<file path="src/rtl/mesh_credit_allocator_pkg.sv">
// Shared constants, types and helpers for the mesh router switch allocator.
// Port order is core, north, east, south, west.
`ifndef FIFO_DEPTH
`define FIFO_DEPTH 4
`endif

package mesh_credit_allocator_pkg;

    localparam int N_PORTS = 5;
    localparam int CREDITS = `FIFO_DEPTH;

    function automatic int clog2(input int v);
        int r;
        r = 0;
        while ((1 << r) < v) r++;
        return r;
    endfunction

    localparam int CW = clog2(CREDITS + 1);
    localparam int IW = clog2(N_PORTS);

    typedef enum logic [IW-1:0] {
        CORE  = 3'd0,
        NORTH = 3'd1,
        EAST  = 3'd2,
        SOUTH = 3'd3,
        WEST  = 3'd4
    } port_e;

    typedef logic [IW-1:0] idx_t;
    typedef logic [CW-1:0] cred_t;

    // (a + k) mod N_PORTS for a < N_PORTS and 0 <= k <= N_PORTS
    function automatic idx_t wrap_add(input idx_t a, input int k);
        int s;
        s = int'(a) + k;
        if (s >= N_PORTS) s = s - N_PORTS;
        return idx_t'(s);
    endfunction

endpackage

</file>
<file path="src/rtl/mesh_rr_arbiter.sv">
// Five-requester round-robin arbiter; the pointer moves past the winner.
// Grants are combinational and only issued while i_en is high.
module mesh_rr_arbiter
    import mesh_credit_allocator_pkg::*;
(
    input  logic               clk,
    input  logic               reset,
    input  logic [N_PORTS-1:0] i_req,
    input  logic               i_en,
    output logic               o_gnt,
    output idx_t               o_idx
);

    idx_t r_ptr;
    idx_t w_cand;
    idx_t w_idx;
    logic w_gnt;

    always_comb begin
        w_gnt  = 1'b0;
        w_idx  = '0;
        w_cand = '0;
        for (int k = 0; k < N_PORTS; k++) begin
            w_cand = wrap_add(r_ptr, k);
            if (i_en && !w_gnt && i_req[w_cand]) begin
                w_gnt = 1'b1;
                w_idx = w_cand;
            end
        end
    end

    always_ff @(posedge clk or posedge reset) begin
        if (reset) begin
            r_ptr <= idx_t'(CORE);
        end else if (w_gnt) begin
            r_ptr <= wrap_add(w_idx, 1);
        end
    end

    assign o_gnt = w_gnt;
    assign o_idx = w_idx;

endmodule

</file>
<file path="src/rtl/mesh_credit_allocator.sv">
// Credit-gated switch allocator: one round-robin arbiter per output,
// zero-latency grants, downstream credit counters and a sticky error flag.
module mesh_credit_allocator
    import mesh_credit_allocator_pkg::*;
(
    input  logic               clk,
    input  logic               reset,
    input  logic [N_PORTS-1:0] i_output_req [N_PORTS],
    input  logic [N_PORTS-1:0] i_credit,
    output logic [IW-1:0]      o_sel [N_PORTS],
    output logic [N_PORTS-1:0] o_en,
    output logic [N_PORTS-1:0] o_val,
    output logic               o_err
);

    logic [N_PORTS-1:0] w_elig;
    logic [N_PORTS-1:0] w_bad;
    logic [N_PORTS-1:0] w_col [N_PORTS];
    logic [N_PORTS-1:0] w_gnt;
    logic [N_PORTS-1:0] w_arb_en;
    logic [N_PORTS-1:0] w_sat;
    idx_t               w_idx [N_PORTS];
    cred_t              r_credit [N_PORTS];
    idx_t               r_sel [N_PORTS];
    logic               r_err;

    // Multi-hot vectors are dropped here so they never reach an arbiter
    always_comb begin
        w_elig = '0;
        w_bad  = '0;
        for (int i = 0; i < N_PORTS; i++) begin
            w_elig[i] = $onehot(i_output_req[i]);
            w_bad[i]  = (|i_output_req[i]) && !w_elig[i];
        end
    end

    always_comb begin
        for (int j = 0; j < N_PORTS; j++) begin
            w_col[j] = '0;
            for (int i = 0; i < N_PORTS; i++) begin
                w_col[j][i] = w_elig[i] && i_output_req[i][j];
            end
        end
    end

    // Credit seen here is last cycle's count, so a same-cycle return never unblocks
    always_comb begin
        w_arb_en = '0;
        for (int j = 0; j < N_PORTS; j++) begin
            w_arb_en[j] = (r_credit[j] != '0) && !reset;
        end
    end

    for (genvar j = 0; j < N_PORTS; j++) begin : g_out
        mesh_rr_arbiter u_arb (
            .clk   (clk),
            .reset (reset),
            .i_req (w_col[j]),
            .i_en  (w_arb_en[j]),
            .o_gnt (w_gnt[j]),
            .o_idx (w_idx[j])
        );
    end

    always_comb begin
        w_sat = '0;
        for (int j = 0; j < N_PORTS; j++) begin
            w_sat[j] = i_credit[j] && !w_gnt[j]
                     && (r_credit[j] == cred_t'(CREDITS));
        end
    end

    always_ff @(posedge clk or posedge reset) begin
        if (reset) begin
            for (int j = 0; j < N_PORTS; j++) begin
                r_credit[j] <= cred_t'(CREDITS);
                r_sel[j]    <= '0;
            end
            r_err <= 1'b0;
        end else begin
            for (int j = 0; j < N_PORTS; j++) begin
                if (w_gnt[j] && !i_credit[j]) begin
                    r_credit[j] <= r_credit[j] - cred_t'(1);
                end else if (!w_gnt[j] && i_credit[j] && !w_sat[j]) begin
                    r_credit[j] <= r_credit[j] + cred_t'(1);
                end
                if (w_gnt[j]) begin
                    r_sel[j] <= w_idx[j];
                end
            end
            r_err <= r_err || (|w_bad) || (|w_sat);
        end
    end

    // One-hot requests guarantee at most one output drives each pop
    always_comb begin
        o_en = '0;
        for (int j = 0; j < N_PORTS; j++) begin
            for (int i = 0; i < N_PORTS; i++) begin
                if (w_gnt[j] && (w_idx[j] == idx_t'(i))) begin
                    o_en[i] = 1'b1;
                end
            end
        end
    end

    always_comb begin
        for (int j = 0; j < N_PORTS; j++) begin
            if (reset) begin
                o_sel[j] = '0;
            end else if (w_gnt[j]) begin
                o_sel[j] = w_idx[j];
            end else begin
                o_sel[j] = r_sel[j];
            end
        end
    end

    assign o_val = w_gnt;
    assign o_err = r_err;

endmodule

</file>
<file path="config.mk">
export PLATFORM = sky130hd
export DESIGN_NAME = mesh_credit_allocator
export DESIGN_NICKNAME = d
export VERILOG_FILES = /design/src/rtl/mesh_credit_allocator_pkg.sv /design/src/rtl/mesh_rr_arbiter.sv /design/src/rtl/mesh_credit_allocator.sv
export SDC_FILE = /design/constraint.sdc
export NUM_CORES = 1
export LEC_CHECK = 0
export CORE_UTILIZATION = 59
export CTS_BUF_LIST = sky130_fd_sc_hd__clkbuf_4
export DETAILED_ROUTE_END_ITERATION = 7
export HOLD_SLACK_MARGIN = 0.02
export PLACE_DENSITY = 0.86
export SETUP_SLACK_MARGIN = 0.15
export SYNTH_ARGS = -nofsm -noshare
export SYNTH_HDL_FRONTEND = slang
export SYNTH_HIERARCHICAL = 1
export SYNTH_SLANG_ARGS = --single-unit
</file>
<file path="constraint.sdc">
create_clock -name clk -period 15.7 [get_ports clk]
set_input_delay 3.14 -clock clk [delete_from_list [all_inputs] [get_ports clk]]
set_output_delay 3.14 -clock clk [all_outputs]
set_load 0.1 [all_outputs]
</file>
==> results.txt, run 1 <==
Longest Clk Path Bufs: 2
Hold buffer count at CTS: 0
Critical path's most frequent cell: inv_1
Grt ovf: 0
Post-Route WL: 23,600 um
Final #Nets: 1,254
Clock Skews: 0.0197 ns
Setup Total Neg Slack: 0 ns
Unique masters post-synth: 63
Worst-path cell chain: clkdlybuf4s50_1, inv_1, fa_1, fa_1, inv_1, ha_1, nor3_1, and2_1, mux2i_1, a32oi_1, nand3_1, o2bb2ai_1, nand2_1, nor2_1, nor3b_1, a211oi_1, inv_1, or4b_1, o41ai_1, a221oi_1, o31ai_1, clkdlybuf4s50_1
Slew Viols, Final: 0
Clock Latency Late Sink: 0.38 ns
DR vias/cell: 6.58
Max-Cap Viols: 0
Port Buffers: 57
Post-CTS resize count: 0
Vias in the first global route: 8,047
Worst setup path category: in -> out
Cells after Synth: 1,131
Floorplan row count: 44
Post-layout min period: 12.82 ns
Post-synth top area share: 11.4%
Max incr delay on CP: 1.21 ns
Boundary Pins: 58
Number of flops mapped to enable cells by yosys: 0
# Post-CTS Setup Buffers: 0
CTS root buf: clkbuf_4
Clock-pin slew on the worst setup and hold paths: 0.15 ns
Area leader, netlist: dfrtp_1
# DRC: 7
Gr usage total: 30.0%
Synth Net Count: 1,243
Initial antenna violation count: 1
Register area share after synthesis: 12.9%
DR pass1 iterations: 8
# H-tree levels: 2
Area Overhead vs Synth: 6.64%
Core Region: 14,700 um^2
First-pass GRT wire length: 39,300 um
Ranking of synthesized cells by area: dfrtp_1 11%, ha_1 8.4%, mux2i_1 8.2%
Die ar.: 15,700 um^2
Post-synth top flop: dfrtp_1
CTS Sinks: 46
CP max-delay cell: clkdlybuf4s50_1
Reg2Reg Setup Slack: 10.44 ns
RSZ-0062 raised after global routing: no
Ys async rst share: 100%
Initial Util: 61.2%
Fmax: 78.0 MHz
Tightest Hold Check Type: reg -> reg
Failing checks: DRC
Global placement routability congestion: 0.970
Hold slack: 0.515 ns
Top cells by count, synth: 93 x inv_1, 79 x nor2_1, 74 x mux2i_1, 60 x and2_1, 60 x ha_1
Final Hold Viols: 0
DIE WIDTH: 125 um
Delay-heaviest family, CP: buffers and inverters
Tightest Pin Transition: 0.995 ns
Cells after DPL: 1,319
CP arrival: 9.68 ns
Outcome: finished with violations
Util after Layout: 65.2%
Seq cells post-synth: 46
Largest net degree at the start of global routing: 29
DRT antenna net count: 0
Via count: 8,738
Post-synthesis cell area: 8990 um^2
YS warnings: 6
Rel. slew slack: 33.5%
Endpoints failing setup: 0
Worst-path maximum fanout: 7
Worst setup SP type: input port
Worst Path Required: 12.56 ns
Period utilization: 81.7%
Post-DP HPWL: 18,200 um
Syn Area/Cell: 7.95 um^2
Non-Filler Instances: 1,328
Fraction of layout cells with a size suffix above 1: 7.26%
Drt wl/cell: 17.8 um
DR iter-0 viols: 895
CTS Buf Count: 5
Most common cell in the synthesized netlist: inv_1
Die Y: 125 um
CTS tree: yes
Critical Path Sink Type: primary output
WP buf/inv: 5
metrics by stage:
stage          setup slack (ns)  instance area, um^2
2_1_floorplan              3.33                 8990
3_3_place_gp               3.13                 9520
3_5_place_dp               3.01                 9520
4_1_cts                    3.00                 9580
5_1_grt                    2.49                 9590
6_report                   2.88                 9590
worst paths after layout:
path	startpoint	endpoint	depth (start not counted)
setup / recovery	i_output_req[15]	o_en[0]	22
hold / removal	r_sel[8]	r_sel[8]	1
setup reg to reg	g_out[1].u_arb/r_ptr[0]	g_out[1].u_arb/r_ptr[1]	15
hold reg to reg	r_sel[8]	r_sel[8]	1
max in group asynchronous	reset	r_credit[14]	3
min in group asynchronous	reset	g_out[4].u_arb/r_ptr[2]	2
state kept, by name, indices dropped and copies added, names as in the netlist:
signal,flops
o_err,1
r_credit,15
g_out.u_arb/r_ptr,15
r_sel,15
cells by family (layout without fill, tap and decap cells):
logic type	count (synthesis)	after routing	share of synthesized area (%)
AND/OR/NAND/NOR	441	441	28.1
AO/OA/AOI/OAI	275	275	22.8
buffers and inverters	154	166	7.33
multiplexers	110	110	13.7
adder cells (fa/ha/maj)	80	80	12.8
flip-flops	46	46	12.9
XOR/XNOR	25	25	2.44
other	0	1	0
layout by cell type, fill, tap and decap left out, drive strengths merged, types with 19 or more instances in the layout:
cell type and n:
mux2i 84, o22ai 21, mux2 21, dfrtp 41, xnor2 20, nor2 79
clkdlybuf4s50 57, fa 20, a21oi 57, and2 60, a31oi 23, nor3 29
ha 60, nor2b 28, nand4 22, inv 99, nand3 44, nand3b 19
o21ai 26, nand2b 36, nand2 51, a21o 25, a211oi 25
cell type report:
type	instances	area, um^2
diodes	1	2.50
clock buffers	5	37.5
clock inverters	3	25.0
fillers	1269	5110
inverters	98	368
multi-input cells	931	7170
flip-flops and latches	46	1160
well taps	184	230
repair buffers	60	593
per-layer routing:
layer	routed length, um	vias to the layer above	track usage [%]
met3	1330	56	2.74
li1	-	4161	-
met1	10400	4185	40.5
met5	0	-	0
met4	595	0	9.97
met2	11300	336	50.2
worst reg2reg max path: cells and delay by family, from the launching register on:
kind | cells | cell delay, ns
muxes | 3 | 1.02
and+or+nand+nor | 2 | 0.34
AOI/OAI and AO/OA | 6 | 1.56
adders and majority gates | 2 | 0.66
DFF | 1 | 1.02
buffers and inverters | 2 | 0.58
Power of run 1 is not shown: default switching activity piles up to over one toggle a cycle in this logic, so the estimate is an artifact.
==> run 2, diff against run 1 <==
==> constraint.sdc (replaced) <==
create_clock -name clk -period 13.1 [get_ports clk]
set_input_delay 2.62 -clock clk [delete_from_list [all_inputs] [get_ports clk]]
set_output_delay 2.62 -clock clk [all_outputs]
set_load 0.1 [all_outputs]
==> results.txt, run 2 (same netlist as run 1, synthesis figures left out) <==
DR iter-0 viols: 894
# Post-CTS Setup Buffers: 0
Most frequent cells in the layout: 93 x inv_1, 79 x nor2_1, 74 x mux2i_1
Largest net degree at the start of global routing: 47
Final #Nets: 1,260
Largest registers: g_out.u_arb/r_ptr: 15 flops, r_credit: 15 flops, r_sel: 15 flops
Port Buffers: 57
# H-tree levels: 2
# DRC: 6
First-pass GRT wire length: 39,200 um
Final Hold Viols: 0
DR pass1 iterations: 8
Die Y: 125 um
Clock Latency Late Sink: 0.38 ns
DRT antenna net count: 0
Tightest Pin Transition: 0.988 ns
Drt wl/cell: 17.6 um
Initial Util: 61.2%
Critical Path Sink Type: primary output
Boundary Pins: 58
Setup Total Neg Slack: 0 ns
Worst-path maximum fanout: 7
CTS Buf Count: 5
CTS root buf: clkbuf_4
Post-DP HPWL: 18,000 um
Hold buffer count at CTS: 0
Post-layout min period: 11.64 ns
Outcome: finished with violations
Via count: 8,681
Failing checks: DRC
Worst Path Required: 10.48 ns
Post-Route WL: 23,400 um
Vias in the first global route: 8,141
Global placement routability congestion: 0.966
Filler cells: 1,251
Grt ovf: 0
Period utilization: 88.9%
Gr usage total: 29.9%
Floorplan row count: 44
Endpoints failing setup: 0
Tightest Hold Check Type: reg -> reg
Fraction of layout cells with a size suffix above 1: 7.75%
DIE WIDTH: 125 um
Die ar.: 15,700 um^2
CTS Sinks: 46
Worst setup SP type: input port
DR vias/cell: 6.51
Worst setup path category: in -> out
Area Overhead vs Synth: 7.13%
Max-Cap Viols: 0
N_diodes: 0
Clock Skews: 0.0222 ns
CTS tree: yes
RSZ-0062 raised after global routing: no
Core Region: 14,700 um^2
Commonest non-fill, non-tap cell in the layout: inv_1
Post-CTS resize count: 0
Rel. slew slack: 33.9%
Clock-pin slew on the worst setup and hold paths: 0.14 ns
Initial antenna violation count: 0
Longest Clk Path Bufs: 2
Slew Viols, Final: 0
CP arrival: 9.02 ns
Fmax: 85.9 MHz
-- run 2: cell count changes in the layout (fill, tap and decap cells not counted) --
cell,delta
diode_2,-1
buf_4,+6
clkinv_4,-1
inv_6,+2
clkinvlp_4,-1
-- run 2: layout make-up --
class	count	area (um^2)	share of cell area [%]
clock inverters	3	26.3	0.273
clock buffers	5	37.5	0.390
multi-input cells	931	7170	74.5
well taps	184	230	2.39
inverters	98	368	3.82
flip-flops and latches	46	1160	12.0
repair buffers	66	638	6.63
-- run 2: final timing paths --
path	startpoint	to	slack (ns)	cells after the start
max	i_output_req[15]	o_en[0]	1.46	20
min	r_sel[4]	r_sel[4]	0.51	1
max reg2reg	g_out[0].u_arb/r_ptr[0]	g_out[0].u_arb/r_ptr[0]	7.90	15
min reg2reg	r_sel[4]	r_sel[4]	0.51	1
max in group asynchronous	reset	r_credit[2]	9.52	3
min in group asynchronous	reset	g_out[0].u_arb/r_ptr[1]	2.92	2
-- run 2: metal layers --
metal / global-route usage (%) / share of wire (%) / vias up
li1: - / - / 4165
met2: 50.6 / 48 / 327
met4: 9.76 / 2.2 / 0
met3: 2.05 / 5.6 / 47
met1: 40.4 / 44 / 4142
met5: 0 / 0 / -
-- run 2: through the flow --
step	area [um^2]	worst slack [ns]	std cells	hold WS (ns)	utilization [%]
after floorplan	8990	1.77	1131	0.466	-
after global placement	9570	1.57	1325	0.476	65.1
after detailed placement	9570	1.46	1325	0.481	65.1
after CTS	9630	1.45	1333	0.513	65.5
after global routing	9630	1.01	1333	0.532	65.5
final	9630	1.46	1333	0.510	65.5
-- run 2: worst max-delay path, stage by stage --
cell and delay, ns:
clkdlybuf4s50_1 0.47, inv_1 0.07, fa_1 0.50, fa_1 0.37, inv_1 0.06, ha_1 0.22, nor3_1 0.45, and2_1 0.35
mux2i_1 0.11, a32oi_1 0.23, nand3_1 0.13, o2bb2ai_1 0.40, nand2_1 0.22, and4_1 0.26, a211oi_1 0.33, inv_1 0.18
o41ai_1 0.60, a221oi_1 0.12, o31ai_1 0.13, clkdlybuf4s50_1 1.19
Power of run 2 is left out for the same reason.
==> run 3, diff against run 2 <==
--- a/config.mk
+++ b/config.mk
@@ -8,6 +8,7 @@
 export CORE_UTILIZATION = 59
 export CTS_BUF_LIST = sky130_fd_sc_hd__clkbuf_4
 export DETAILED_ROUTE_END_ITERATION = 7
+export GPL_TIMING_DRIVEN = 0
 export HOLD_SLACK_MARGIN = 0.02
 export PLACE_DENSITY = 0.86
 export SETUP_SLACK_MARGIN = 0.15
==> results.txt, run 3 (same netlist as run 1, synthesis figures left out) <==
Largest registers: g_out.u_arb/r_ptr: 15 flops, r_credit: 15 flops, r_sel: 15 flops
Vias in the first global route: 8,138
Period utilization: 90.6%
Hold buffer count at CTS: 0
Clock Latency Late Sink: 0.39 ns
DIE WIDTH: 125 um
Grt ovf: 0
DR iter-0 viols: 934
Slew Viols, Final: 0
Post-Route WL: 23,900 um
Final Hold Viols: 0
Tightest Pin Transition: 0.986 ns
Commonest non-fill, non-tap cell in the layout: inv_1
Boundary Pins: 58
Global placement routability congestion: 0.980
Longest Clk Path Bufs: 2
Post-DP HPWL: 18,600 um
Placed cell area: 9760 um^2
Clock-pin slew on the worst setup and hold paths: 0.16 ns
Busiest layer in global routing: met2
Fmax: 84.3 MHz
Met2 Usage GRT: 51.4%
First-pass GRT wire length: 39,500 um
# Post-CTS Setup Buffers: 0
Design area: 9830 um^2
Gr usage total: 30.2%
DR vias/cell: 6.48
Tightest Hold Check Type: reg -> reg
Initial Util: 61.2%
Critical Path Sink Type: primary output
Outcome: finished with violations
Largest net degree at the start of global routing: 30
Cells after DPL: 1,368
# DRC: 3
RSZ-0062 raised after global routing: no
Clock Skews: 0.0234 ns
Rel. slew slack: 34.0%
# H-tree levels: 2
Worst setup SP type: input port
Drt wl/cell: 17.4 um
Filler cells: 1,236
Initial antenna violation count: 0
Fraction of layout cells with a size suffix above 1: 10.2%
N_diodes: 0
Floorplan row count: 44
Die ar.: 15,700 um^2
Failing checks: DRC
Met3 Use GR: 2.61%
Final #Nets: 1,303
CP arrival: 9.25 ns
Core Region: 14,700 um^2
Post-CTS resize count: 0
DRT antenna net count: 0
Worst setup path category: in -> out
Port Buffers: 52
Most frequent cells in the layout: 93 x inv_1, 79 x nor2_1, 74 x mux2i_1
DR pass1 iterations: 8
Post-layout min period: 11.87 ns
Worst-path maximum fanout: 7
CTS Sinks: 46
Die Y: 125 um
Non-Filler Instances: 1,376
Met1 Track Usage GR: 40.6%
Max-Cap Viols: 0
CTS root buf: clkbuf_4
CTS tree: yes
Area Overhead vs Synth: 9.30%
Worst Path Required: 10.48 ns
CTS Buf Count: 5
Setup Total Neg Slack: 0 ns
Via count: 8,919
Endpoints failing setup: 0
## run 3: path summary, 6_finish.rpt
path	from	endpoint	slack, ns	cells after the start
max in group asynchronous	reset	r_credit[11]	9.22	4
min in group asynchronous	reset	g_out[4].u_arb/r_ptr[0]	2.87	2
worst max-delay path	i_output_req[15]	o_en[0]	1.23	22
worst min register to register	r_sel[9]	r_sel[9]	0.51	1
worst min-delay path	r_sel[9]	r_sel[9]	0.51	1
worst max register to register	g_out[0].u_arb/r_ptr[0]	g_out[0].u_arb/r_ptr[1]	8.09	17
## run 3: critical path, cell delays in order
cell and delay, ns:
clkdlybuf4s50_1 0.46, inv_1 0.07, fa_1 0.49, fa_1 0.37, inv_1 0.06, ha_1 0.22
nor3_1 0.51, and2_1 0.41, mux2i_1 0.12, a32oi_1 0.22, nand3_1 0.14, o2bb2ai_1 0.42
nand2_1 0.24, nor2_1 0.15, nor3b_1 0.07, a211oi_1 0.36, inv_1 0.22, or4b_1 0.53
o41ai_1 0.13, a221oi_1 0.10, o31ai_1 0.14, clkdlybuf4s50_1 1.20
## run 3: metal layers
layer / vias to the layer above / wire [um]
met5: - / 0
met4: 0 / 560
met3: 58 / 1800
met2: 411 / 11300
met1: 4185 / 10200
li1: 4265 / -
## run 3: metrics by stage
stage / setup WS, ns / util, % / hold slack, ns
after detailed placement: 1.43 / 66.4 / 0.481
after CTS: 1.39 / 66.8 / 0.518
final: 1.23 / 66.8 / 0.512
after global placement: 1.50 / 66.3 / 0.476
after global routing: 0.833 / 66.8 / 0.532
after floorplan: 1.77 / - / 0.466
## run 3: cell type report
cell class                      instances  area, um^2  area share [%]
Multi-Input combinational cell        931        7170            73.0
Sequential cell                        46        1160            11.8
Tap cell                              184         230            2.34
Inverter                               98         368            3.74
Clock inverter                          3        26.3           0.267
Clock buffer                            5        37.5           0.382
Timing Repair Buffer                   53         541            5.50
Buffer                                 56         293            2.98
Power of run 3 is left out for the same reason.
